### src/rtl/debounce_pkg.sv
// rtl/debounce_pkg.sv - shared types, width helpers and parameter checks for the debounce scanner
package debounce_pkg;

  typedef enum logic [1:0] {
    IDLE  = 2'd0,
    SCAN  = 2'd1,
    EVENT = 2'd2
  } scan_state_t;

  function automatic int ch_w(input int n);
    return (n <= 1) ? 1 : $clog2(n);
  endfunction

  function automatic int cnt_w(input int stable_ticks);
    return $clog2(stable_ticks + 1);
  endfunction

  function automatic bit params_ok(input int n_ch, input int tick_div, input int stable_ticks);
    return (n_ch >= 1) && (n_ch <= 32) && (tick_div >= n_ch + 2) && (stable_ticks >= 1);
  endfunction

endpackage

### src/rtl/debounce_tick_gen.sv
// rtl/debounce_tick_gen.sv - sample-tick prescaler with pending-tick and sticky overrun flags
module debounce_tick_gen #(
  parameter int TICK_DIV = 1000
) (
  input  logic clk_i,
  input  logic rst_i,
  input  logic enable_i,
  input  logic consume_i,
  output logic tick_pend_o,
  output logic overrun_o
);

  localparam int PW = $clog2(TICK_DIV);
  localparam logic [PW-1:0] PRESC_LAST = PW'(TICK_DIV - 1);

  logic [PW-1:0] presc_q, presc_d;
  logic          tick;
  logic          tick_pend_q, tick_pend_d;
  logic          overrun_q, overrun_d;

  always_comb begin
    presc_d = '0;
    tick    = 1'b0;
    if (enable_i) begin
      if (presc_q == PRESC_LAST) tick = 1'b1;
      else                       presc_d = presc_q + PW'(1);
    end
    // A tick landing on the cycle the old one is consumed is not lost.
    tick_pend_d = (tick_pend_q & ~consume_i) | tick;
    overrun_d   = overrun_q | (tick & tick_pend_q & ~consume_i);
  end

  always_ff @(posedge clk_i or posedge rst_i) begin
    if (rst_i) begin
      presc_q     <= '0;
      tick_pend_q <= 1'b0;
      overrun_q   <= 1'b0;
    end else begin
      presc_q     <= presc_d;
      tick_pend_q <= tick_pend_d;
      overrun_q   <= overrun_d;
    end
  end

  assign tick_pend_o = tick_pend_q;
  assign overrun_o   = overrun_q;

endmodule

### src/rtl/sync.sv
// rtl/sync.sv - multi-bit flop-chain synchronizer for asynchronous level inputs
module sync #(
  parameter int WIDTH       = 1,
  parameter int PIPE_LENGTH = 2
) (
  input  logic             clk_i,
  input  logic             rst_i,
  input  logic [WIDTH-1:0] d_i,
  output logic [WIDTH-1:0] q_o
);

  logic [WIDTH-1:0] pipe_q [PIPE_LENGTH];

  always_ff @(posedge clk_i or posedge rst_i) begin
    if (rst_i) begin
      for (int i = 0; i < PIPE_LENGTH; i++) pipe_q[i] <= '0;
    end else begin
      pipe_q[0] <= d_i;
      for (int i = 1; i < PIPE_LENGTH; i++) pipe_q[i] <= pipe_q[i-1];
    end
  end

  assign q_o = pipe_q[PIPE_LENGTH-1];

endmodule

### src/rtl/debounce_scan_ctrl.sv
// rtl/debounce_scan_ctrl.sv - multi-channel debouncer sharing one stability counter datapath via a channel scan
module debounce_scan_ctrl
  import debounce_pkg::*;
#(
  parameter  int N_CH         = 8,
  parameter  int TICK_DIV     = 1000,
  parameter  int STABLE_TICKS = 16,
  localparam int CH_W         = ch_w(N_CH)
) (
  input  logic            dest_clk_i,
  input  logic            dest_rst_i,
  input  logic [N_CH-1:0] raw_sig_i,
  input  logic            enable_i,
  output logic [N_CH-1:0] db_sig_o,
  output logic            evt_valid_o,
  input  logic            evt_ready_i,
  output logic [CH_W-1:0] evt_ch_o,
  output logic            evt_level_o,
  output logic            busy_o,
  output logic            overrun_o
);

  localparam int CNT_W = cnt_w(STABLE_TICKS);
  localparam logic [CNT_W-1:0] CNT_LAST = CNT_W'(STABLE_TICKS - 1);
  localparam logic [CH_W-1:0]  LAST_CH  = CH_W'(N_CH - 1);

  if (!params_ok(N_CH, TICK_DIV, STABLE_TICKS)) begin : g_param_err
    $error("debounce_scan_ctrl: illegal parameter combination");
  end

  logic [N_CH-1:0]  sync_w;
  logic             tick_pend;
  logic             consume;

  scan_state_t      state_q, state_d;
  logic [CH_W-1:0]  ptr_q, ptr_d;
  logic [N_CH-1:0]  snap_q;
  logic [N_CH-1:0]  db_q;
  logic [CNT_W-1:0] cnt_q [N_CH];
  logic [CH_W-1:0]  evt_ch_q;
  logic             evt_level_q;

  logic             load_snap, cnt_we, commit, advance;
  logic [CNT_W-1:0] cnt_cur, cnt_nxt;
  logic             snap_bit, db_bit;

  sync #(.WIDTH(N_CH), .PIPE_LENGTH(2)) u_sync (
    .clk_i (dest_clk_i),
    .rst_i (dest_rst_i),
    .d_i   (raw_sig_i),
    .q_o   (sync_w)
  );

  debounce_tick_gen #(.TICK_DIV(TICK_DIV)) u_tick_gen (
    .clk_i       (dest_clk_i),
    .rst_i       (dest_rst_i),
    .enable_i    (enable_i),
    .consume_i   (consume),
    .tick_pend_o (tick_pend),
    .overrun_o   (overrun_o)
  );

  // Single shared compare/increment path, steered by the scan pointer.
  assign snap_bit = snap_q[ptr_q];
  assign db_bit   = db_q[ptr_q];
  assign cnt_cur  = cnt_q[ptr_q];

  always_comb begin
    state_d   = state_q;
    ptr_d     = ptr_q;
    consume   = 1'b0;
    load_snap = 1'b0;
    cnt_we    = 1'b0;
    cnt_nxt   = '0;
    commit    = 1'b0;
    advance   = 1'b0;
    case (state_q)
      IDLE: begin
        if (tick_pend) begin
          consume   = 1'b1;
          load_snap = 1'b1;
          ptr_d     = '0;
          state_d   = SCAN;
        end
      end
      SCAN: begin
        cnt_we = 1'b1;
        if (snap_bit == db_bit) begin
          cnt_nxt = '0;
        end else if (cnt_cur == CNT_LAST) begin
          commit  = 1'b1;
          state_d = EVENT;
        end else begin
          cnt_nxt = cnt_cur + CNT_W'(1);
        end
        advance = ~commit;
      end
      EVENT:   advance = evt_ready_i;
      default: state_d = IDLE;
    endcase
    if (advance) begin
      if (ptr_q == LAST_CH) begin
        state_d = IDLE;
      end else begin
        ptr_d   = ptr_q + CH_W'(1);
        state_d = SCAN;
      end
    end
  end

  always_ff @(posedge dest_clk_i or posedge dest_rst_i) begin
    if (dest_rst_i) state_q <= IDLE;
    else            state_q <= state_d;
  end

  always_ff @(posedge dest_clk_i or posedge dest_rst_i) begin
    if (dest_rst_i) begin
      ptr_q       <= '0;
      snap_q      <= '0;
      db_q        <= '0;
      evt_ch_q    <= '0;
      evt_level_q <= 1'b0;
      for (int i = 0; i < N_CH; i++) cnt_q[i] <= '0;
    end else begin
      ptr_q <= ptr_d;
      if (load_snap) snap_q <= sync_w;
      if (cnt_we)    cnt_q[ptr_q] <= cnt_nxt;
      if (commit) begin
        db_q[ptr_q] <= snap_bit;
        evt_ch_q    <= ptr_q;
        evt_level_q <= snap_bit;
      end
    end
  end

  assign db_sig_o    = db_q;
  assign evt_valid_o = (state_q == EVENT);
  assign evt_ch_o    = evt_ch_q;
  assign evt_level_o = evt_level_q;
  assign busy_o      = (state_q != IDLE);

endmodule

### config.mk
export PLATFORM = sky130hd
export DESIGN_NAME = debounce_scan_ctrl
export DESIGN_NICKNAME = d
export VERILOG_FILES = /design/src/rtl/debounce_pkg.sv /design/src/rtl/debounce_tick_gen.sv /design/src/rtl/sync.sv /design/src/rtl/debounce_scan_ctrl.sv
export SDC_FILE = /design/constraint.sdc
export NUM_CORES = 1
export LEC_CHECK = 0
export CORE_MARGIN = 2
export CORE_UTILIZATION = 40
export CTS_CLUSTER_SIZE = 20
export DETAILED_ROUTE_END_ITERATION = 10
export GPL_TIMING_DRIVEN = 1
export PLACE_DENSITY = 0.58
export SYNTH_ARGS = -nofsm -noshare
export SYNTH_HDL_FRONTEND = slang
export SYNTH_SLANG_ARGS = --single-unit
### constraint.sdc
create_clock -name dest_clk_i -period 3.7 [get_ports dest_clk_i]
set_input_delay 0.74 -clock dest_clk_i [delete_from_list [all_inputs] [get_ports dest_clk_i]]
set_output_delay 0.74 -clock dest_clk_i [all_outputs]
set_load 0.01 [all_outputs]
==> key figures <==
Clock tree
  – Post-CTS setup buffers: 0
  – Post_cts resized: 0
  – CTS H-tree depth: 3
  – CTS tree: done
  – Clock sink total: 93
  – Clk buf depth: 2
  – Insertion delay of the later-clocked pin in the worst-skew pair: 0.36 ns
  – CTS buffer count: 9
  – CTS Root Cell: clkbuf_8
  – Clock transition at path regs: 0.09 ns
  – # hold bufs at CTS: 0

Place
  – DP HPWL: 6334 um
  – Dpl cells: 533
  – GPL Wtd Cong: 0.8504
  – Placement Cell Area: 4690 um^2
  – Port buffer count: 26

Detailed routing
  – Vias: 2836
  – ANT nets after route: 0
  – Initial DRC count: 154
  – Post-DR vias/cell: 5.175
  – Pre-antenna DRT Iters: 4
  – Drt total wl: 9001 um
  – WL/cell: 16.43 um
  – Drc violations: 0

Worst setup path
  – Crit-path max FO: 12
  – Worst EP arrival: 3.70 ns
  – Critical path buffers and inverters: 2
  – Worst setup EP type: flop
  – End of the critical path: ptr_q[2]$_DFF_PP0_
  – Worst-path cell chain: buf_4 > and3b_4 > a22o_1 > a221o_1 > or3_4 > ha_1 > inv_1 > or2_1 > nor3_2 > a21boi_2 > o21ai_1 > nor2_2 > mux2i_1
  – Setup crit start: ptr_q[0]$_DFF_PP0_
  – Cell family with most CP delay: simple AND/OR/NAND/NOR gates
  – Reg2Reg Setup Slack: 0.26 ns
  – Critical path required time: 3.96 ns
  – Crit path max-delay cell type: dfrtp_1
  – Critical path depth: 13
  – Critical R2R Capture: ptr_q[2]$_DFF_PP0_
  – CP Class: flop to flop
  – Startpoint Class: flop
  – R2r startpoint: ptr_q[0]$_DFF_PP0_
  – FF-to-FF path depth: 13
  – Max stage delay on crit path: 0.58 ns

Finish
  – Design area: 4903 um^2
  – Layout Nets: 429
  – Area of the multi-input gates: 1790 um^2
  – Most common cell after layout, fill and taps aside: dfrtp_1
  – Storage cell area: 2327 um^2
  – ANT cells: 0
  – Area grow syn2layout: 14.72%
  – Layout cell share with drive strength beyond 1: 0.1942
  – Post-Layout Cell Count: 548
  – Most frequent cells in the layout: dfrtp_1 (93), nand2_1 (68), clkdlybuf4s50_1 (26)
  – Fillers: 991

Run
  – Max cap viols: 0

Logic synthesis
  – Syn Std Cell Area: 4274 um^2
  – Number of synthesized flops with an enable pin: 0
  – Post-synth cell types: 57
  – Share of the yosys chip area belonging to registers: 0.5445
  – Cells after synthesis: 376
  – Primary FF master, synth: dfrtp_1
  – Share of flip-flops with an asynchronous set or reset: 1.000
  – YS warnings: 0
  – Mapped Nets: 397
  – Synthesized area per cell: 11.37 um^2
  – Flops & latches, synth: 93

Floorplan
  – Die Footprint: 11530 um^2
  – Standard-cell rows: 37
  – Die width: 107.4 um
  – Top Ports: 27
  – Core Area: 10370 um^2
  – Die height: 107.4 um
  – Starting Density: 0.4122

Timing
  – Final TNS setup: 0 ns
  – Hold Vio Cnt, Final: 0
  – Worst-Margin Slew: 0.6944 ns
  – RSZ-0062 raised after global routing: false
  – Tcrit/Tclk final: 0.9297
  – Worst slew margin: 0.5359
  – Setup-failing EPs final: 0
  – Tmin final: 3.440 ns
  – WHS: 0.3523 ns
  – Max Slew Vio Count: 0
  – Fmax: 0.2907 GHz
  – Clock Skew: 0.007807 ns

Global routing
  – Total grt overflow: 0
  – Largest net degree at the start of global routing: 94
  – Initial antenna violation count: 0
  – Gr usage total: 0.1732
  – First-pass GRT wire length: 15110 um
  – Vias in the first global route: 2921

Power and ir drop
  – Power Density: 706.8 nW/um^2
  – Leak: 0.002220 uW
  – Max VDD drop: 0.3166 mV

Min path
  – Hold/Removal Path Class: flop to flop

Outcome
  – Outcome: complete, no violations
[cell usage after synthesis, types with 3 or more instances]
library cell | number | area [um^2]
or3_1 | 3 | 18.77
xor2_1 | 5 | 43.79
nand2_1 | 68 | 255.2
nor2_1 | 16 | 60.06
and3_1 | 6 | 37.54
clkbuf_1 | 3 | 11.26
nand2_2 | 5 | 31.28
mux4_2 | 4 | 90.09
o21ai_0 | 22 | 110.1
nand3_1 | 10 | 50.05
buf_2 | 5 | 25.02
buf_6 | 4 | 45.04
mux2i_1 | 7 | 70.07
nand2b_1 | 3 | 18.77
o21ai_1 | 7 | 35.03
buf_4 | 3 | 22.52
a22o_1 | 12 | 105.1
mux2_4 | 4 | 60.06
a22oi_1 | 3 | 22.52
xnor2_1 | 3 | 26.28
ha_1 | 9 | 112.6
o21ai_2 | 9 | 78.83
inv_1 | 12 | 45.04
dfrtp_1 | 93 | 2327
mux2_2 | 14 | 157.7
and2_1 | 4 | 25.02
nor3_2 | 3 | 30.03
[cell families (layout without fill, tap and decap cells)]
kind of cell    Yosys count  in the layout  synth area share
xor+xnor                 10             10           0.02401
flops                    93             93            0.5445
fa+ha+maj                 9              9           0.02635
compound gates           71             71            0.1194
mux                      31             31           0.09631
simple gates            133            133            0.1528
buf+inv                  29             65           0.03659
[power breakdown]
part	internal (uW)	switching, uW	leakage, uW	total [uW]
Sequential	1240	184	0.00122	1420
Clock	394	339	0.000105	734
Combinational	519	791	0.000891	1310
[sequential cells by signal (all words and copies together) (netlist names)]
name,cells
u_sync.pipe_q,8
evt_ch_o,3
u_sync.q_o,8
ptr_q,3
cnt_q,40
snap_q,8
u_tick_gen.presc_q,10
u_tick_gen.tick_pend_o,1
db_sig_o,8
state_q,2
u_tick_gen.overrun_o,1
evt_level_o,1
[metal layers]
layer	vias up	global-route usage	routed length, um
li1	1367	-	-
met1	1411	0.2451	4309
met2	47	0.2604	4136
met3	11	0.05024	384
met4	0	0.04945	170
met5	-	0	0
[worst min path at each step]
stage	slack [ns]	to	from	cells past startpoint
floorplan	0.33	u_sync.q_o[0]$_DFF_PP0_	u_sync.pipe_q[8]$_DFF_PP0_	0
global route	0.36	u_sync.q_o[1]$_DFF_PP0_	u_sync.pipe_q[9]$_DFF_PP0_	0
detailed placement	0.34	u_sync.q_o[0]$_DFF_PP0_	u_sync.pipe_q[8]$_DFF_PP0_	0
CTS	0.36	u_sync.q_o[0]$_DFF_PP0_	u_sync.pipe_q[8]$_DFF_PP0_	0
finish	0.35	u_sync.q_o[0]$_DFF_PP0_	u_sync.pipe_q[8]$_DFF_PP0_	0
global placement	0.33	u_sync.q_o[0]$_DFF_PP0_	u_sync.pipe_q[8]$_DFF_PP0_	0
[through the flow]
| step | setup slack, ns | total power (uW) | util |
|---|---|---|---|
| floorplan | 0.5397 | 2395 | - |
| global placement | 0.3153 | 2738 | 0.4522 |
| detailed placement | 0.3128 | 2761 | 0.4522 |
| CTS | 0.2898 | 3501 | 0.4729 |
| global route | 0.07249 | 3721 | 0.4729 |
| finish | 0.2600 | 3466 | 0.4729 |
[cell type report]
| cell class | count | share of cell area |
|---|---|---|
| repair buffers | 36 | 0.07094 |
| flip-flops and latches | 93 | 0.4746 |
| inverters | 14 | 0.01097 |
| clock inverters | 4 | 0.01480 |
| well taps | 136 | 0.03470 |
| multi-input cells | 254 | 0.3651 |
| clock buffers | 11 | 0.02883 |
Power figures use the tool's default switching activity.
